===== src/rtl/ghash_scheduler.sv =====
// ghash_scheduler
//   Sequences one GCM instance into a GHASH stage: accumulator clear, AAD
//   blocks, ciphertext blocks, then the final length block.
//
//   Ports
//     clk                          sole clock, rising edge
//     i_rst_n                      synchronous active-low reset
//     i_start                      new instance request (honoured in IDLE only)
//     i_aad_blocks / i_ct_blocks   block counts, captured on accepted start
//     i_aad_valid / i_aad          AAD block offer
//     i_ct_valid / i_cipher_text   ciphertext block offer
//     i_abort                      abort instance (only with GHASH_SCHED_ABORT_EN)
//     o_aad_ready / o_ct_ready     handshake readies
//     o_aad / o_cipher_text        registered blocks to GHASH
//     o_phase                      00 idle/clear, 10 AAD, 01 CT, 11 length
//     o_new_instance               one-cycle accumulator clear
//     o_busy / o_done              instance active / length block issued
//
//   Build option: define GHASH_SCHED_ABORT_EN to add the i_abort port.
//
//   state | meaning
//   ------+-----------------------------------------------------------
//   IDLE  | waiting for i_start
//   CLEAR | one cycle, issues accumulator clear
//   AAD   | accepting AAD blocks until the AAD count is exhausted
//   CT    | accepting ciphertext blocks until the CT count is exhausted
//   LEN   | issues the {aad_bits, ct_bits} length block and o_done
//
//   All GHASH-side outputs are registered: the value a state issues appears
//   the cycle after the edge on which that state executes.
module ghash_scheduler (
   input  logic          clk,
   input  logic          i_rst_n,
   input  logic          i_start,
   input  logic [15:0]   i_aad_blocks,
   input  logic [15:0]   i_ct_blocks,
   input  logic          i_aad_valid,
   input  logic [0:127]  i_aad,
   input  logic          i_ct_valid,
   input  logic [0:127]  i_cipher_text,
`ifdef GHASH_SCHED_ABORT_EN
   input  logic          i_abort,
`endif
   output logic          o_aad_ready,
   output logic          o_ct_ready,
   output logic [0:127]  o_aad,
   output logic [0:127]  o_cipher_text,
   output logic [0:1]    o_phase,
   output logic          o_new_instance,
   output logic          o_busy,
   output logic          o_done
);

   localparam logic [2:0] S_IDLE  = 3'd0;
   localparam logic [2:0] S_CLEAR = 3'd1;
   localparam logic [2:0] S_AAD   = 3'd2;
   localparam logic [2:0] S_CT    = 3'd3;
   localparam logic [2:0] S_LEN   = 3'd4;

   logic [2:0]   state_q, state_d;
   logic [15:0]  aad_tot_q, aad_tot_d, ct_tot_q, ct_tot_d;
   logic [15:0]  aad_rem_q, aad_rem_d, ct_rem_q, ct_rem_d;
   logic [0:127] aad_q, aad_d, ct_q, ct_d;
   logic [0:1]   phase_q, phase_d;
   logic         new_inst_q, new_inst_d;
   logic         done_q, done_d;
   logic         abort_w;
   logic [63:0]  aad_bits, ct_bits;

`ifdef GHASH_SCHED_ABORT_EN
   assign abort_w = i_abort;
`else
   assign abort_w = 1'b0;
`endif

   // Abort wins over a transfer, so ready is withdrawn in the abort cycle.
   assign o_aad_ready = (state_q == S_AAD) && !abort_w;
   assign o_ct_ready  = (state_q == S_CT)  && !abort_w;
   assign o_busy      = (state_q != S_IDLE);

   // Widen before shifting so 16-bit counts cannot overflow.
   assign aad_bits = {48'd0, aad_tot_q} << 7;
   assign ct_bits  = {48'd0, ct_tot_q} << 7;

   always_comb begin
      state_d    = state_q;
      aad_tot_d  = aad_tot_q;
      ct_tot_d   = ct_tot_q;
      aad_rem_d  = aad_rem_q;
      ct_rem_d   = ct_rem_q;
      aad_d      = aad_q;
      ct_d       = ct_q;
      phase_d    = 2'b00;
      new_inst_d = 1'b0;
      done_d     = 1'b0;
      if (abort_w && state_q != S_IDLE) begin
         state_d = S_IDLE;
      end else begin
         case (state_q)
            S_IDLE: begin
               if (i_start) begin
                  aad_tot_d = i_aad_blocks;
                  ct_tot_d  = i_ct_blocks;
                  aad_rem_d = i_aad_blocks;
                  ct_rem_d  = i_ct_blocks;
                  state_d   = S_CLEAR;
               end
            end
            S_CLEAR: begin
               new_inst_d = 1'b1;
               if (aad_rem_q != 16'd0)     state_d = S_AAD;
               else if (ct_rem_q != 16'd0) state_d = S_CT;
               else                        state_d = S_LEN;
            end
            S_AAD: begin
               if (i_aad_valid) begin
                  aad_d     = i_aad;
                  phase_d   = 2'b10;
                  aad_rem_d = aad_rem_q - 16'd1;
                  if (aad_rem_q == 16'd1)
                     state_d = (ct_rem_q != 16'd0) ? S_CT : S_LEN;
               end
            end
            S_CT: begin
               if (i_ct_valid) begin
                  ct_d     = i_cipher_text;
                  phase_d  = 2'b01;
                  ct_rem_d = ct_rem_q - 16'd1;
                  if (ct_rem_q == 16'd1) state_d = S_LEN;
               end
            end
            S_LEN: begin
               ct_d    = {aad_bits, ct_bits};
               phase_d = 2'b11;
               done_d  = 1'b1;
               state_d = S_IDLE;
            end
            default: state_d = S_IDLE;
         endcase
      end
   end

   always_ff @(posedge clk) begin
      if (!i_rst_n) begin
         state_q    <= S_IDLE;
         aad_tot_q  <= 16'd0;
         ct_tot_q   <= 16'd0;
         aad_rem_q  <= 16'd0;
         ct_rem_q   <= 16'd0;
         aad_q      <= '0;
         ct_q       <= '0;
         phase_q    <= 2'b00;
         new_inst_q <= 1'b0;
         done_q     <= 1'b0;
      end else begin
         state_q    <= state_d;
         aad_tot_q  <= aad_tot_d;
         ct_tot_q   <= ct_tot_d;
         aad_rem_q  <= aad_rem_d;
         ct_rem_q   <= ct_rem_d;
         aad_q      <= aad_d;
         ct_q       <= ct_d;
         phase_q    <= phase_d;
         new_inst_q <= new_inst_d;
         done_q     <= done_d;
      end
   end

   assign o_aad          = aad_q;
   assign o_cipher_text  = ct_q;
   assign o_phase        = phase_q;
   assign o_new_instance = new_inst_q;
   assign o_done         = done_q;

endmodule


===== config.mk =====
export PLATFORM = sky130hd
export DESIGN_NAME = ghash_scheduler
export DESIGN_NICKNAME = d
export VERILOG_FILES = /design/src/rtl/ghash_scheduler.sv
export SDC_FILE = /design/constraint.sdc
export NUM_CORES = 1
export LEC_CHECK = 0
export CORE_ASPECT_RATIO = 0.6
export CORE_MARGIN = 8
export CORE_UTILIZATION = 30
export CTS_BUF_LIST = sky130_fd_sc_hd__clkbuf_8
export DETAILED_ROUTE_END_ITERATION = 10
export PLACE_DENSITY = 0.6
export SYNTH_ARGS = -nofsm -noshare
export SYNTH_HDL_FRONTEND = slang
export SYNTH_SLANG_ARGS = --single-unit

===== constraint.sdc =====
create_clock -name clk -period 2.4 [get_ports clk]
set_input_delay 0.36 -clock clk [delete_from_list [all_inputs] [get_ports clk]]
set_output_delay 0.36 -clock clk [all_outputs]
set_load 0.005 [all_outputs]

; ---- Word level (Yosys, flattened, before mapping)
; Cells that the tools add are included.
[totals]
ff_bits = 327
output_inout_bits = 263
[classes]
add_sub_neg = 2
n_eq_ne = 11
muxes = 21
reduce_logical = 13
[op_table]
columns = cell, n
row1 = case mux 128 bit (2 select lines), 1
row2 = two-way mux 128 bit, 1
row3 = two-way mux 16 bit, 4
row4 = case mux 16 bit (2 select lines), 2
row5 = "== test 16 x 1 -> 1 bit, second input constant", 2
row6 = nonzero test 16 bit, 2
row7 = "subtractor 16 x 1 -> 16 bit, second input constant", 2
row8 = two-way mux 3 bit, 7
row9 = case mux 3 bit (4 select lines), 1
row10 = "== test 3 x 2 -> 1 bit, second input constant", 2
row11 = "inequality test 2 bit, second input constant", 3
row12 = case mux 2 bit (3 select lines), 1
row13 = AND reduction 2 bit, 3
row14 = AND reduction 3 bit, 2
row15 = nonzero test 2 bit, 3
row16 = AND reduction 5 bit, 1
row17 = "inequality test 2 x 1 -> 1 bit, second input constant", 2
row18 = "== test 3 x 1 -> 1 bit, second input constant", 1
row19 = "== test 3 bit, second input constant", 1
row20 = logical NOT 3 bit, 1
row21 = two-way mux 1 bit, 3
row22 = nonzero test 3 bit, 1
row23 = two-way mux 2 bit, 1

; ---- Longest topological paths before layout
; Gate-level depths: netlist of the first run.
[depth]
ltp_word = 5
ltp_mapped = 9

; ---- Worst setup path after synthesis of the first run
; Ideal clock, no wire load.
[synth_timing]
kind = flip-flop to flip-flop
from = register ct_rem_q[3]
to = register ct_rem_q[14]
setup_ns = 0.132
t_arrival_ns = 1.991
path_slack_ns = 0.277
path_stages_with_launch = 7
synth_period_minus_slack_ns = 2.123
cell_sequence = dfxtp_1 buf_6 or4_4 or4b_4 nor4b_4 xnor2_1 a21oi_1
[synth_via]
elab_chain_len = 3
[synth_rtl]
columns = item, line_no
row1 = from (decl), 62  ; logic [15:0] aad_rem_q, aad_rem_d, ct_rem_q, ct_rem_d;
row2 = from (signal assigned), 160  ; ct_rem_q <= ct_rem_d;
row3 = subtractor 16 x 1 -> 16 bit, 128  ; ct_rem_d = ct_rem_q - 16'd1;
row4 = two-way mux 16 bit, 125  ; if (i_ct_valid) begin
row5 = case mux 16 bit (2 select lines), 99  ; case (state_q)
; Every way passes these cells. The select of a mux whose other input is x is not followed.
; A chain may end at the register's enable or synchronous reset.

; ---- Final worst setup path of the first run
[layout_timing]
from = register state_q[1]
to = output port o_busy
[layout_via]
elab_chain_len = 1
[layout_rtl]
columns = item, line_no
row1 = from (decl), 60  ; logic [2:0] state_q, state_d;
row2 = from (signal assigned), 156  ; state_q <= state_d;
row3 = nonzero test 3 bit, n/a
row4 = to (decl), 50  ; output logic o_busy,
; Every way passes these cells.

==> summary.md, run 1 <==
| Metric | Value |
|---|---|
| GRT Total Usage | 0.197 |
| Maxcap violations | 0 |
| Max-slew headroom | 0.480 |
| CTS tree | yes |
| Layout cell share with drive strength beyond 1 | 0.0679 |
| CP cell instances | buf_4 > nor3_2 > inv_1 > clkdlybuf4s50_1 |
| Sw frac | 0.326 |
| Ys flop type | dfxtp_1 |
| Slowest CP cell | clkdlybuf4s50_1 |
| Fin nets | 2395 |
| Post-DRT Antenna Nets | 0 |
| P_leak | 6.84 nW |
| Design Area, Final | 19700 um^2 |
| Cell Rows | 57 |
| Data arrival, critical path | 1.90 ns |
| Crit path kind | flop to output port |
| Num CTS Buffers | 51 |
| Final Worst Setup Slack | 0.140 ns |
| Crit path max-delay family | buffers and inverters |
| Combinational power share | 0.302 |
| Final hold vios | 0 |
| Slew Limit Fails | 0 |
| Congestion Overflow GR | 0 |
| CP Buf/Inv Count | 3 |
| Post-synth EDFFs | 0 |
| CP Capture Point | o_busy |
| Reg-to-reg slack, setup | 0.27 ns |
| Most common cell after layout, fill and taps aside | clkdlybuf4s50_1 |
| Switching power total | 5.38 mW |
| Min-Delay Path Class | input port to flop |
| Sequential fraction of the synthesis area | 0.532 |
| RD Place Congestion | 0.827 |
| Drt first pass iters | 5 |
| Final period util | 0.942 |
| Final Power | 16.5 mW |
| Core area | 40400 um^2 |
| Clock Skew | 0.0189 ns |
| Clk sinks | 327 |
| Critical R2R Launch | ct_rem_q[3]$_SDFFE_PN0P_ |
| Crit-path max FO | 10 |
| Htree depth | 2 |
| DP Worst Slack | 0.222 ns |
| Part of the power in registers | 0.404 |
| Die Width | 277 um |
| DR vias | 12900 |
| Synth async-reset ratio | 0 |
| Die height | 173 um |
| Reg clk slew, reported paths | 0.07 ns |
| Initial DRC count | 917 |
| Pwr/cell area | 838 nW/um^2 |
| Synth Register Bits | 327 |
| Wire per inst | 18.6 um |
| Worst Path Required | 2.04 ns |
| RSZ-0062 raised after global routing | no |
| Worst slew pin tran | 0.772 ns |
| Status | finished, final reports clean |
| Most frequent cells in the layout | clkdlybuf4s50_1, nand2_1, dfxtp_1 |
| Cell Int Power | 11.1 mW |
| Initial core utilization | 0.304 |
| R2R cell count | 6 |
| Syn nets | 1859 |
| WHS | 0.312 ns |
| Longest Clk Path Bufs | 3 |
| I/O pin cnt | 556 |
| Synth warn | 0 |
| Final wirelength | 49700 um |
| Antenna violations before repair | 2 |
| Cts hold-fix bufs | 0 |
| Synth cell types | 61 |
| Clk_lat worst skew | 0.59 ns |
| Final Critical Period | 2.26 ns |
| Die area | 47900 um^2 |
| Clk pwr share | 0.294 |
| Port bufs | 555 |
| Crit path launch type | flop |
| Stages on worst setup path | 4 |
| Area delta synth->final | 60.1% |
| Fmax | 443 MHz |
| Clock Tree Root | clkbuf_8 |
| Cells after synthesis | 1561 |
| Vias/cell | 4.83 |
| FF-to-FF End | state_q[1]$_SDFFE_PN0P_ |
| DP Area | 18600 um^2 |
| Synth Cell Area | 12300 um^2 |
| Maximum VDD drop | 510 uV |
| Crit path capture type | output port |
| Critical path origin | state_q[1]$_SDFFE_PN0P_ |
| Syn avg cell area | 7.88 um^2 |
| Final Setup Violations | 0 |
| Setup tns final | 0 ns |
| Vias in the first global route | 12800 |
| # DRC | 0 |
| Largest net degree at the start of global routing | 130 |
| DP HPWL | 35900 um |
| First-pass GRT wire length | 76700 um |
| Critical Path Max Stage Delay | 0.50 ns |
[per-layer routing]
| metal | global-route usage | share of wire | vias up |
|---|---|---|---|
| met3 | 0.0688 | 0.080 | 62 |
| met2 | 0.333 | 0.48 | 415 |
| met5 | 0 | 0.00026 | - |
| met4 | 0.0416 | 0.016 | 2 |
| li1 | - | - | 6355 |
| met1 | 0.239 | 0.42 | 6057 |
[registers in the layout, summed over array words and instances (netlist names)]
name	count
aad_rem_q	16
aad_tot_q	16
ct_rem_q	16
ct_tot_q	16
o_aad	128
o_cipher_text	128
o_done	1
o_new_instance	1
o_phase	2
state_q	3
[cell usage after synthesis, types with 2 or more instances]
cell type | number | share of area
a211o_1 | 3 | 0.0021
a211oi_1 | 6 | 0.0037
a21oi_1 | 297 | 0.12
a22o_1 | 2 | 0.0014
a22oi_1 | 19 | 0.012
a311oi_1 | 3 | 0.0021
a31oi_1 | 9 | 0.0046
and2_1 | 3 | 0.0015
and3_1 | 2 | 0.0010
and4_1 | 3 | 0.0021
and4b_1 | 2 | 0.0016
buf_1 | 8 | 0.0024
clkbuf_1 | 110 | 0.034
dfxtp_1 | 327 | 0.53
ha_1 | 5 | 0.0051
inv_1 | 8 | 0.0024
inv_2 | 3 | 0.00092
nand2_1 | 497 | 0.15
nand2b_1 | 3 | 0.0015
nand3_1 | 60 | 0.024
nand3b_1 | 2 | 0.0012
nand4_1 | 4 | 0.0020
nor2_1 | 69 | 0.021
nor2b_1 | 2 | 0.0010
nor3_1 | 14 | 0.0057
nor3b_1 | 5 | 0.0031
nor4_1 | 8 | 0.0041
o211ai_1 | 3 | 0.0018
o21a_1 | 3 | 0.0018
o21ai_0 | 22 | 0.0090
o21ai_1 | 5 | 0.0020
o221ai_1 | 18 | 0.013
o22a_1 | 2 | 0.0014
o22ai_1 | 4 | 0.0020
o31ai_1 | 2 | 0.0012
or3_1 | 2 | 0.0010
or3b_1 | 2 | 0.0014
[worst min path at each step]
stage	depth (start not counted)	from	end
final	3	i_aad[34]	o_aad[34]$_SDFFE_PN0P_
after global routing	3	i_aad[105]	o_aad[105]$_SDFFE_PN0P_
after CTS	3	i_aad[48]	o_aad[48]$_SDFFE_PN0P_
after detailed placement	2	o_cipher_text[90]$_SDFFE_PN0P_	o_cipher_text[90]$_SDFFE_PN0P_
after global placement	2	o_cipher_text[69]$_SDFFE_PN0P_	o_cipher_text[69]$_SDFFE_PN0P_
after floorplan	2	ct_tot_q[0]$_SDFFE_PN0P_	ct_tot_q[0]$_SDFFE_PN0P_
[final cells by class]
type	count	area, um^2
fill	3873	20700
clock buffer	66	908
timing repair buffer	603	6080
inverter	11	52.6
clock inverter	26	138
tap	531	664
multi-input combinational	1103	5300
sequential	327	6550
antenna	1	2.50
[worst min-delay path: stages]
cell             delay, ns
clkdlybuf4s50_1       0.39
nand2_1               0.05
a21oi_1               0.05
[stage by stage]
stage / instances / utilization
global route: 2668 / 0.487
floorplan: 1561 / -
finish: 2668 / 0.487
detailed placement: 2573 / 0.460
global placement: 2573 / 0.460
CTS: 2667 / 0.487
[power by group through the flow]
| stage | registers [mW] | logic [mW] | clock network [mW] |
|---|---|---|---|
| final | 6.68 | 4.98 | 4.85 |
| after detailed placement | 6.77 | 4.96 | 0 |
| after CTS | 6.67 | 5.00 | 5.04 |
| after global routing | 6.77 | 5.46 | 5.27 |
| after floorplan | 6.69 | 2.48 | 0 |
| after global placement | 6.74 | 4.89 | 0 |
[cells by family (layout without fill, tap and decap cells)]
kind of cell,after synthesis,count (layout),share of synthesized area
buffers and inverters,131,706,0.0407
and+or+nand+nor,686,686,0.232
xor gates and xnor gates,2,2,0.00142
other,0,1,0
DFF,327,327,0.532
AOI/OAI and AO/OA,409,409,0.188
muxes,1,1,0.000915
adders and majority gates,5,5,0.00509
[repair_timing]
| item | 4_1_cts | 5_1_grt |
|---|---|---|
| buffers inserted | 2 | 0 |
| gates resized for setup | 4 | 3 |
| setup endpoints to repair | 3 | 18 |
No activity file was read; power rests on OpenSTA's default activity.
==> run 2: changes to the inputs <==
- SLEW_MARGIN: not set -> 20
==> results of run 2 <==
The final DEF is identical to that of run 1; final timing and power are the same.
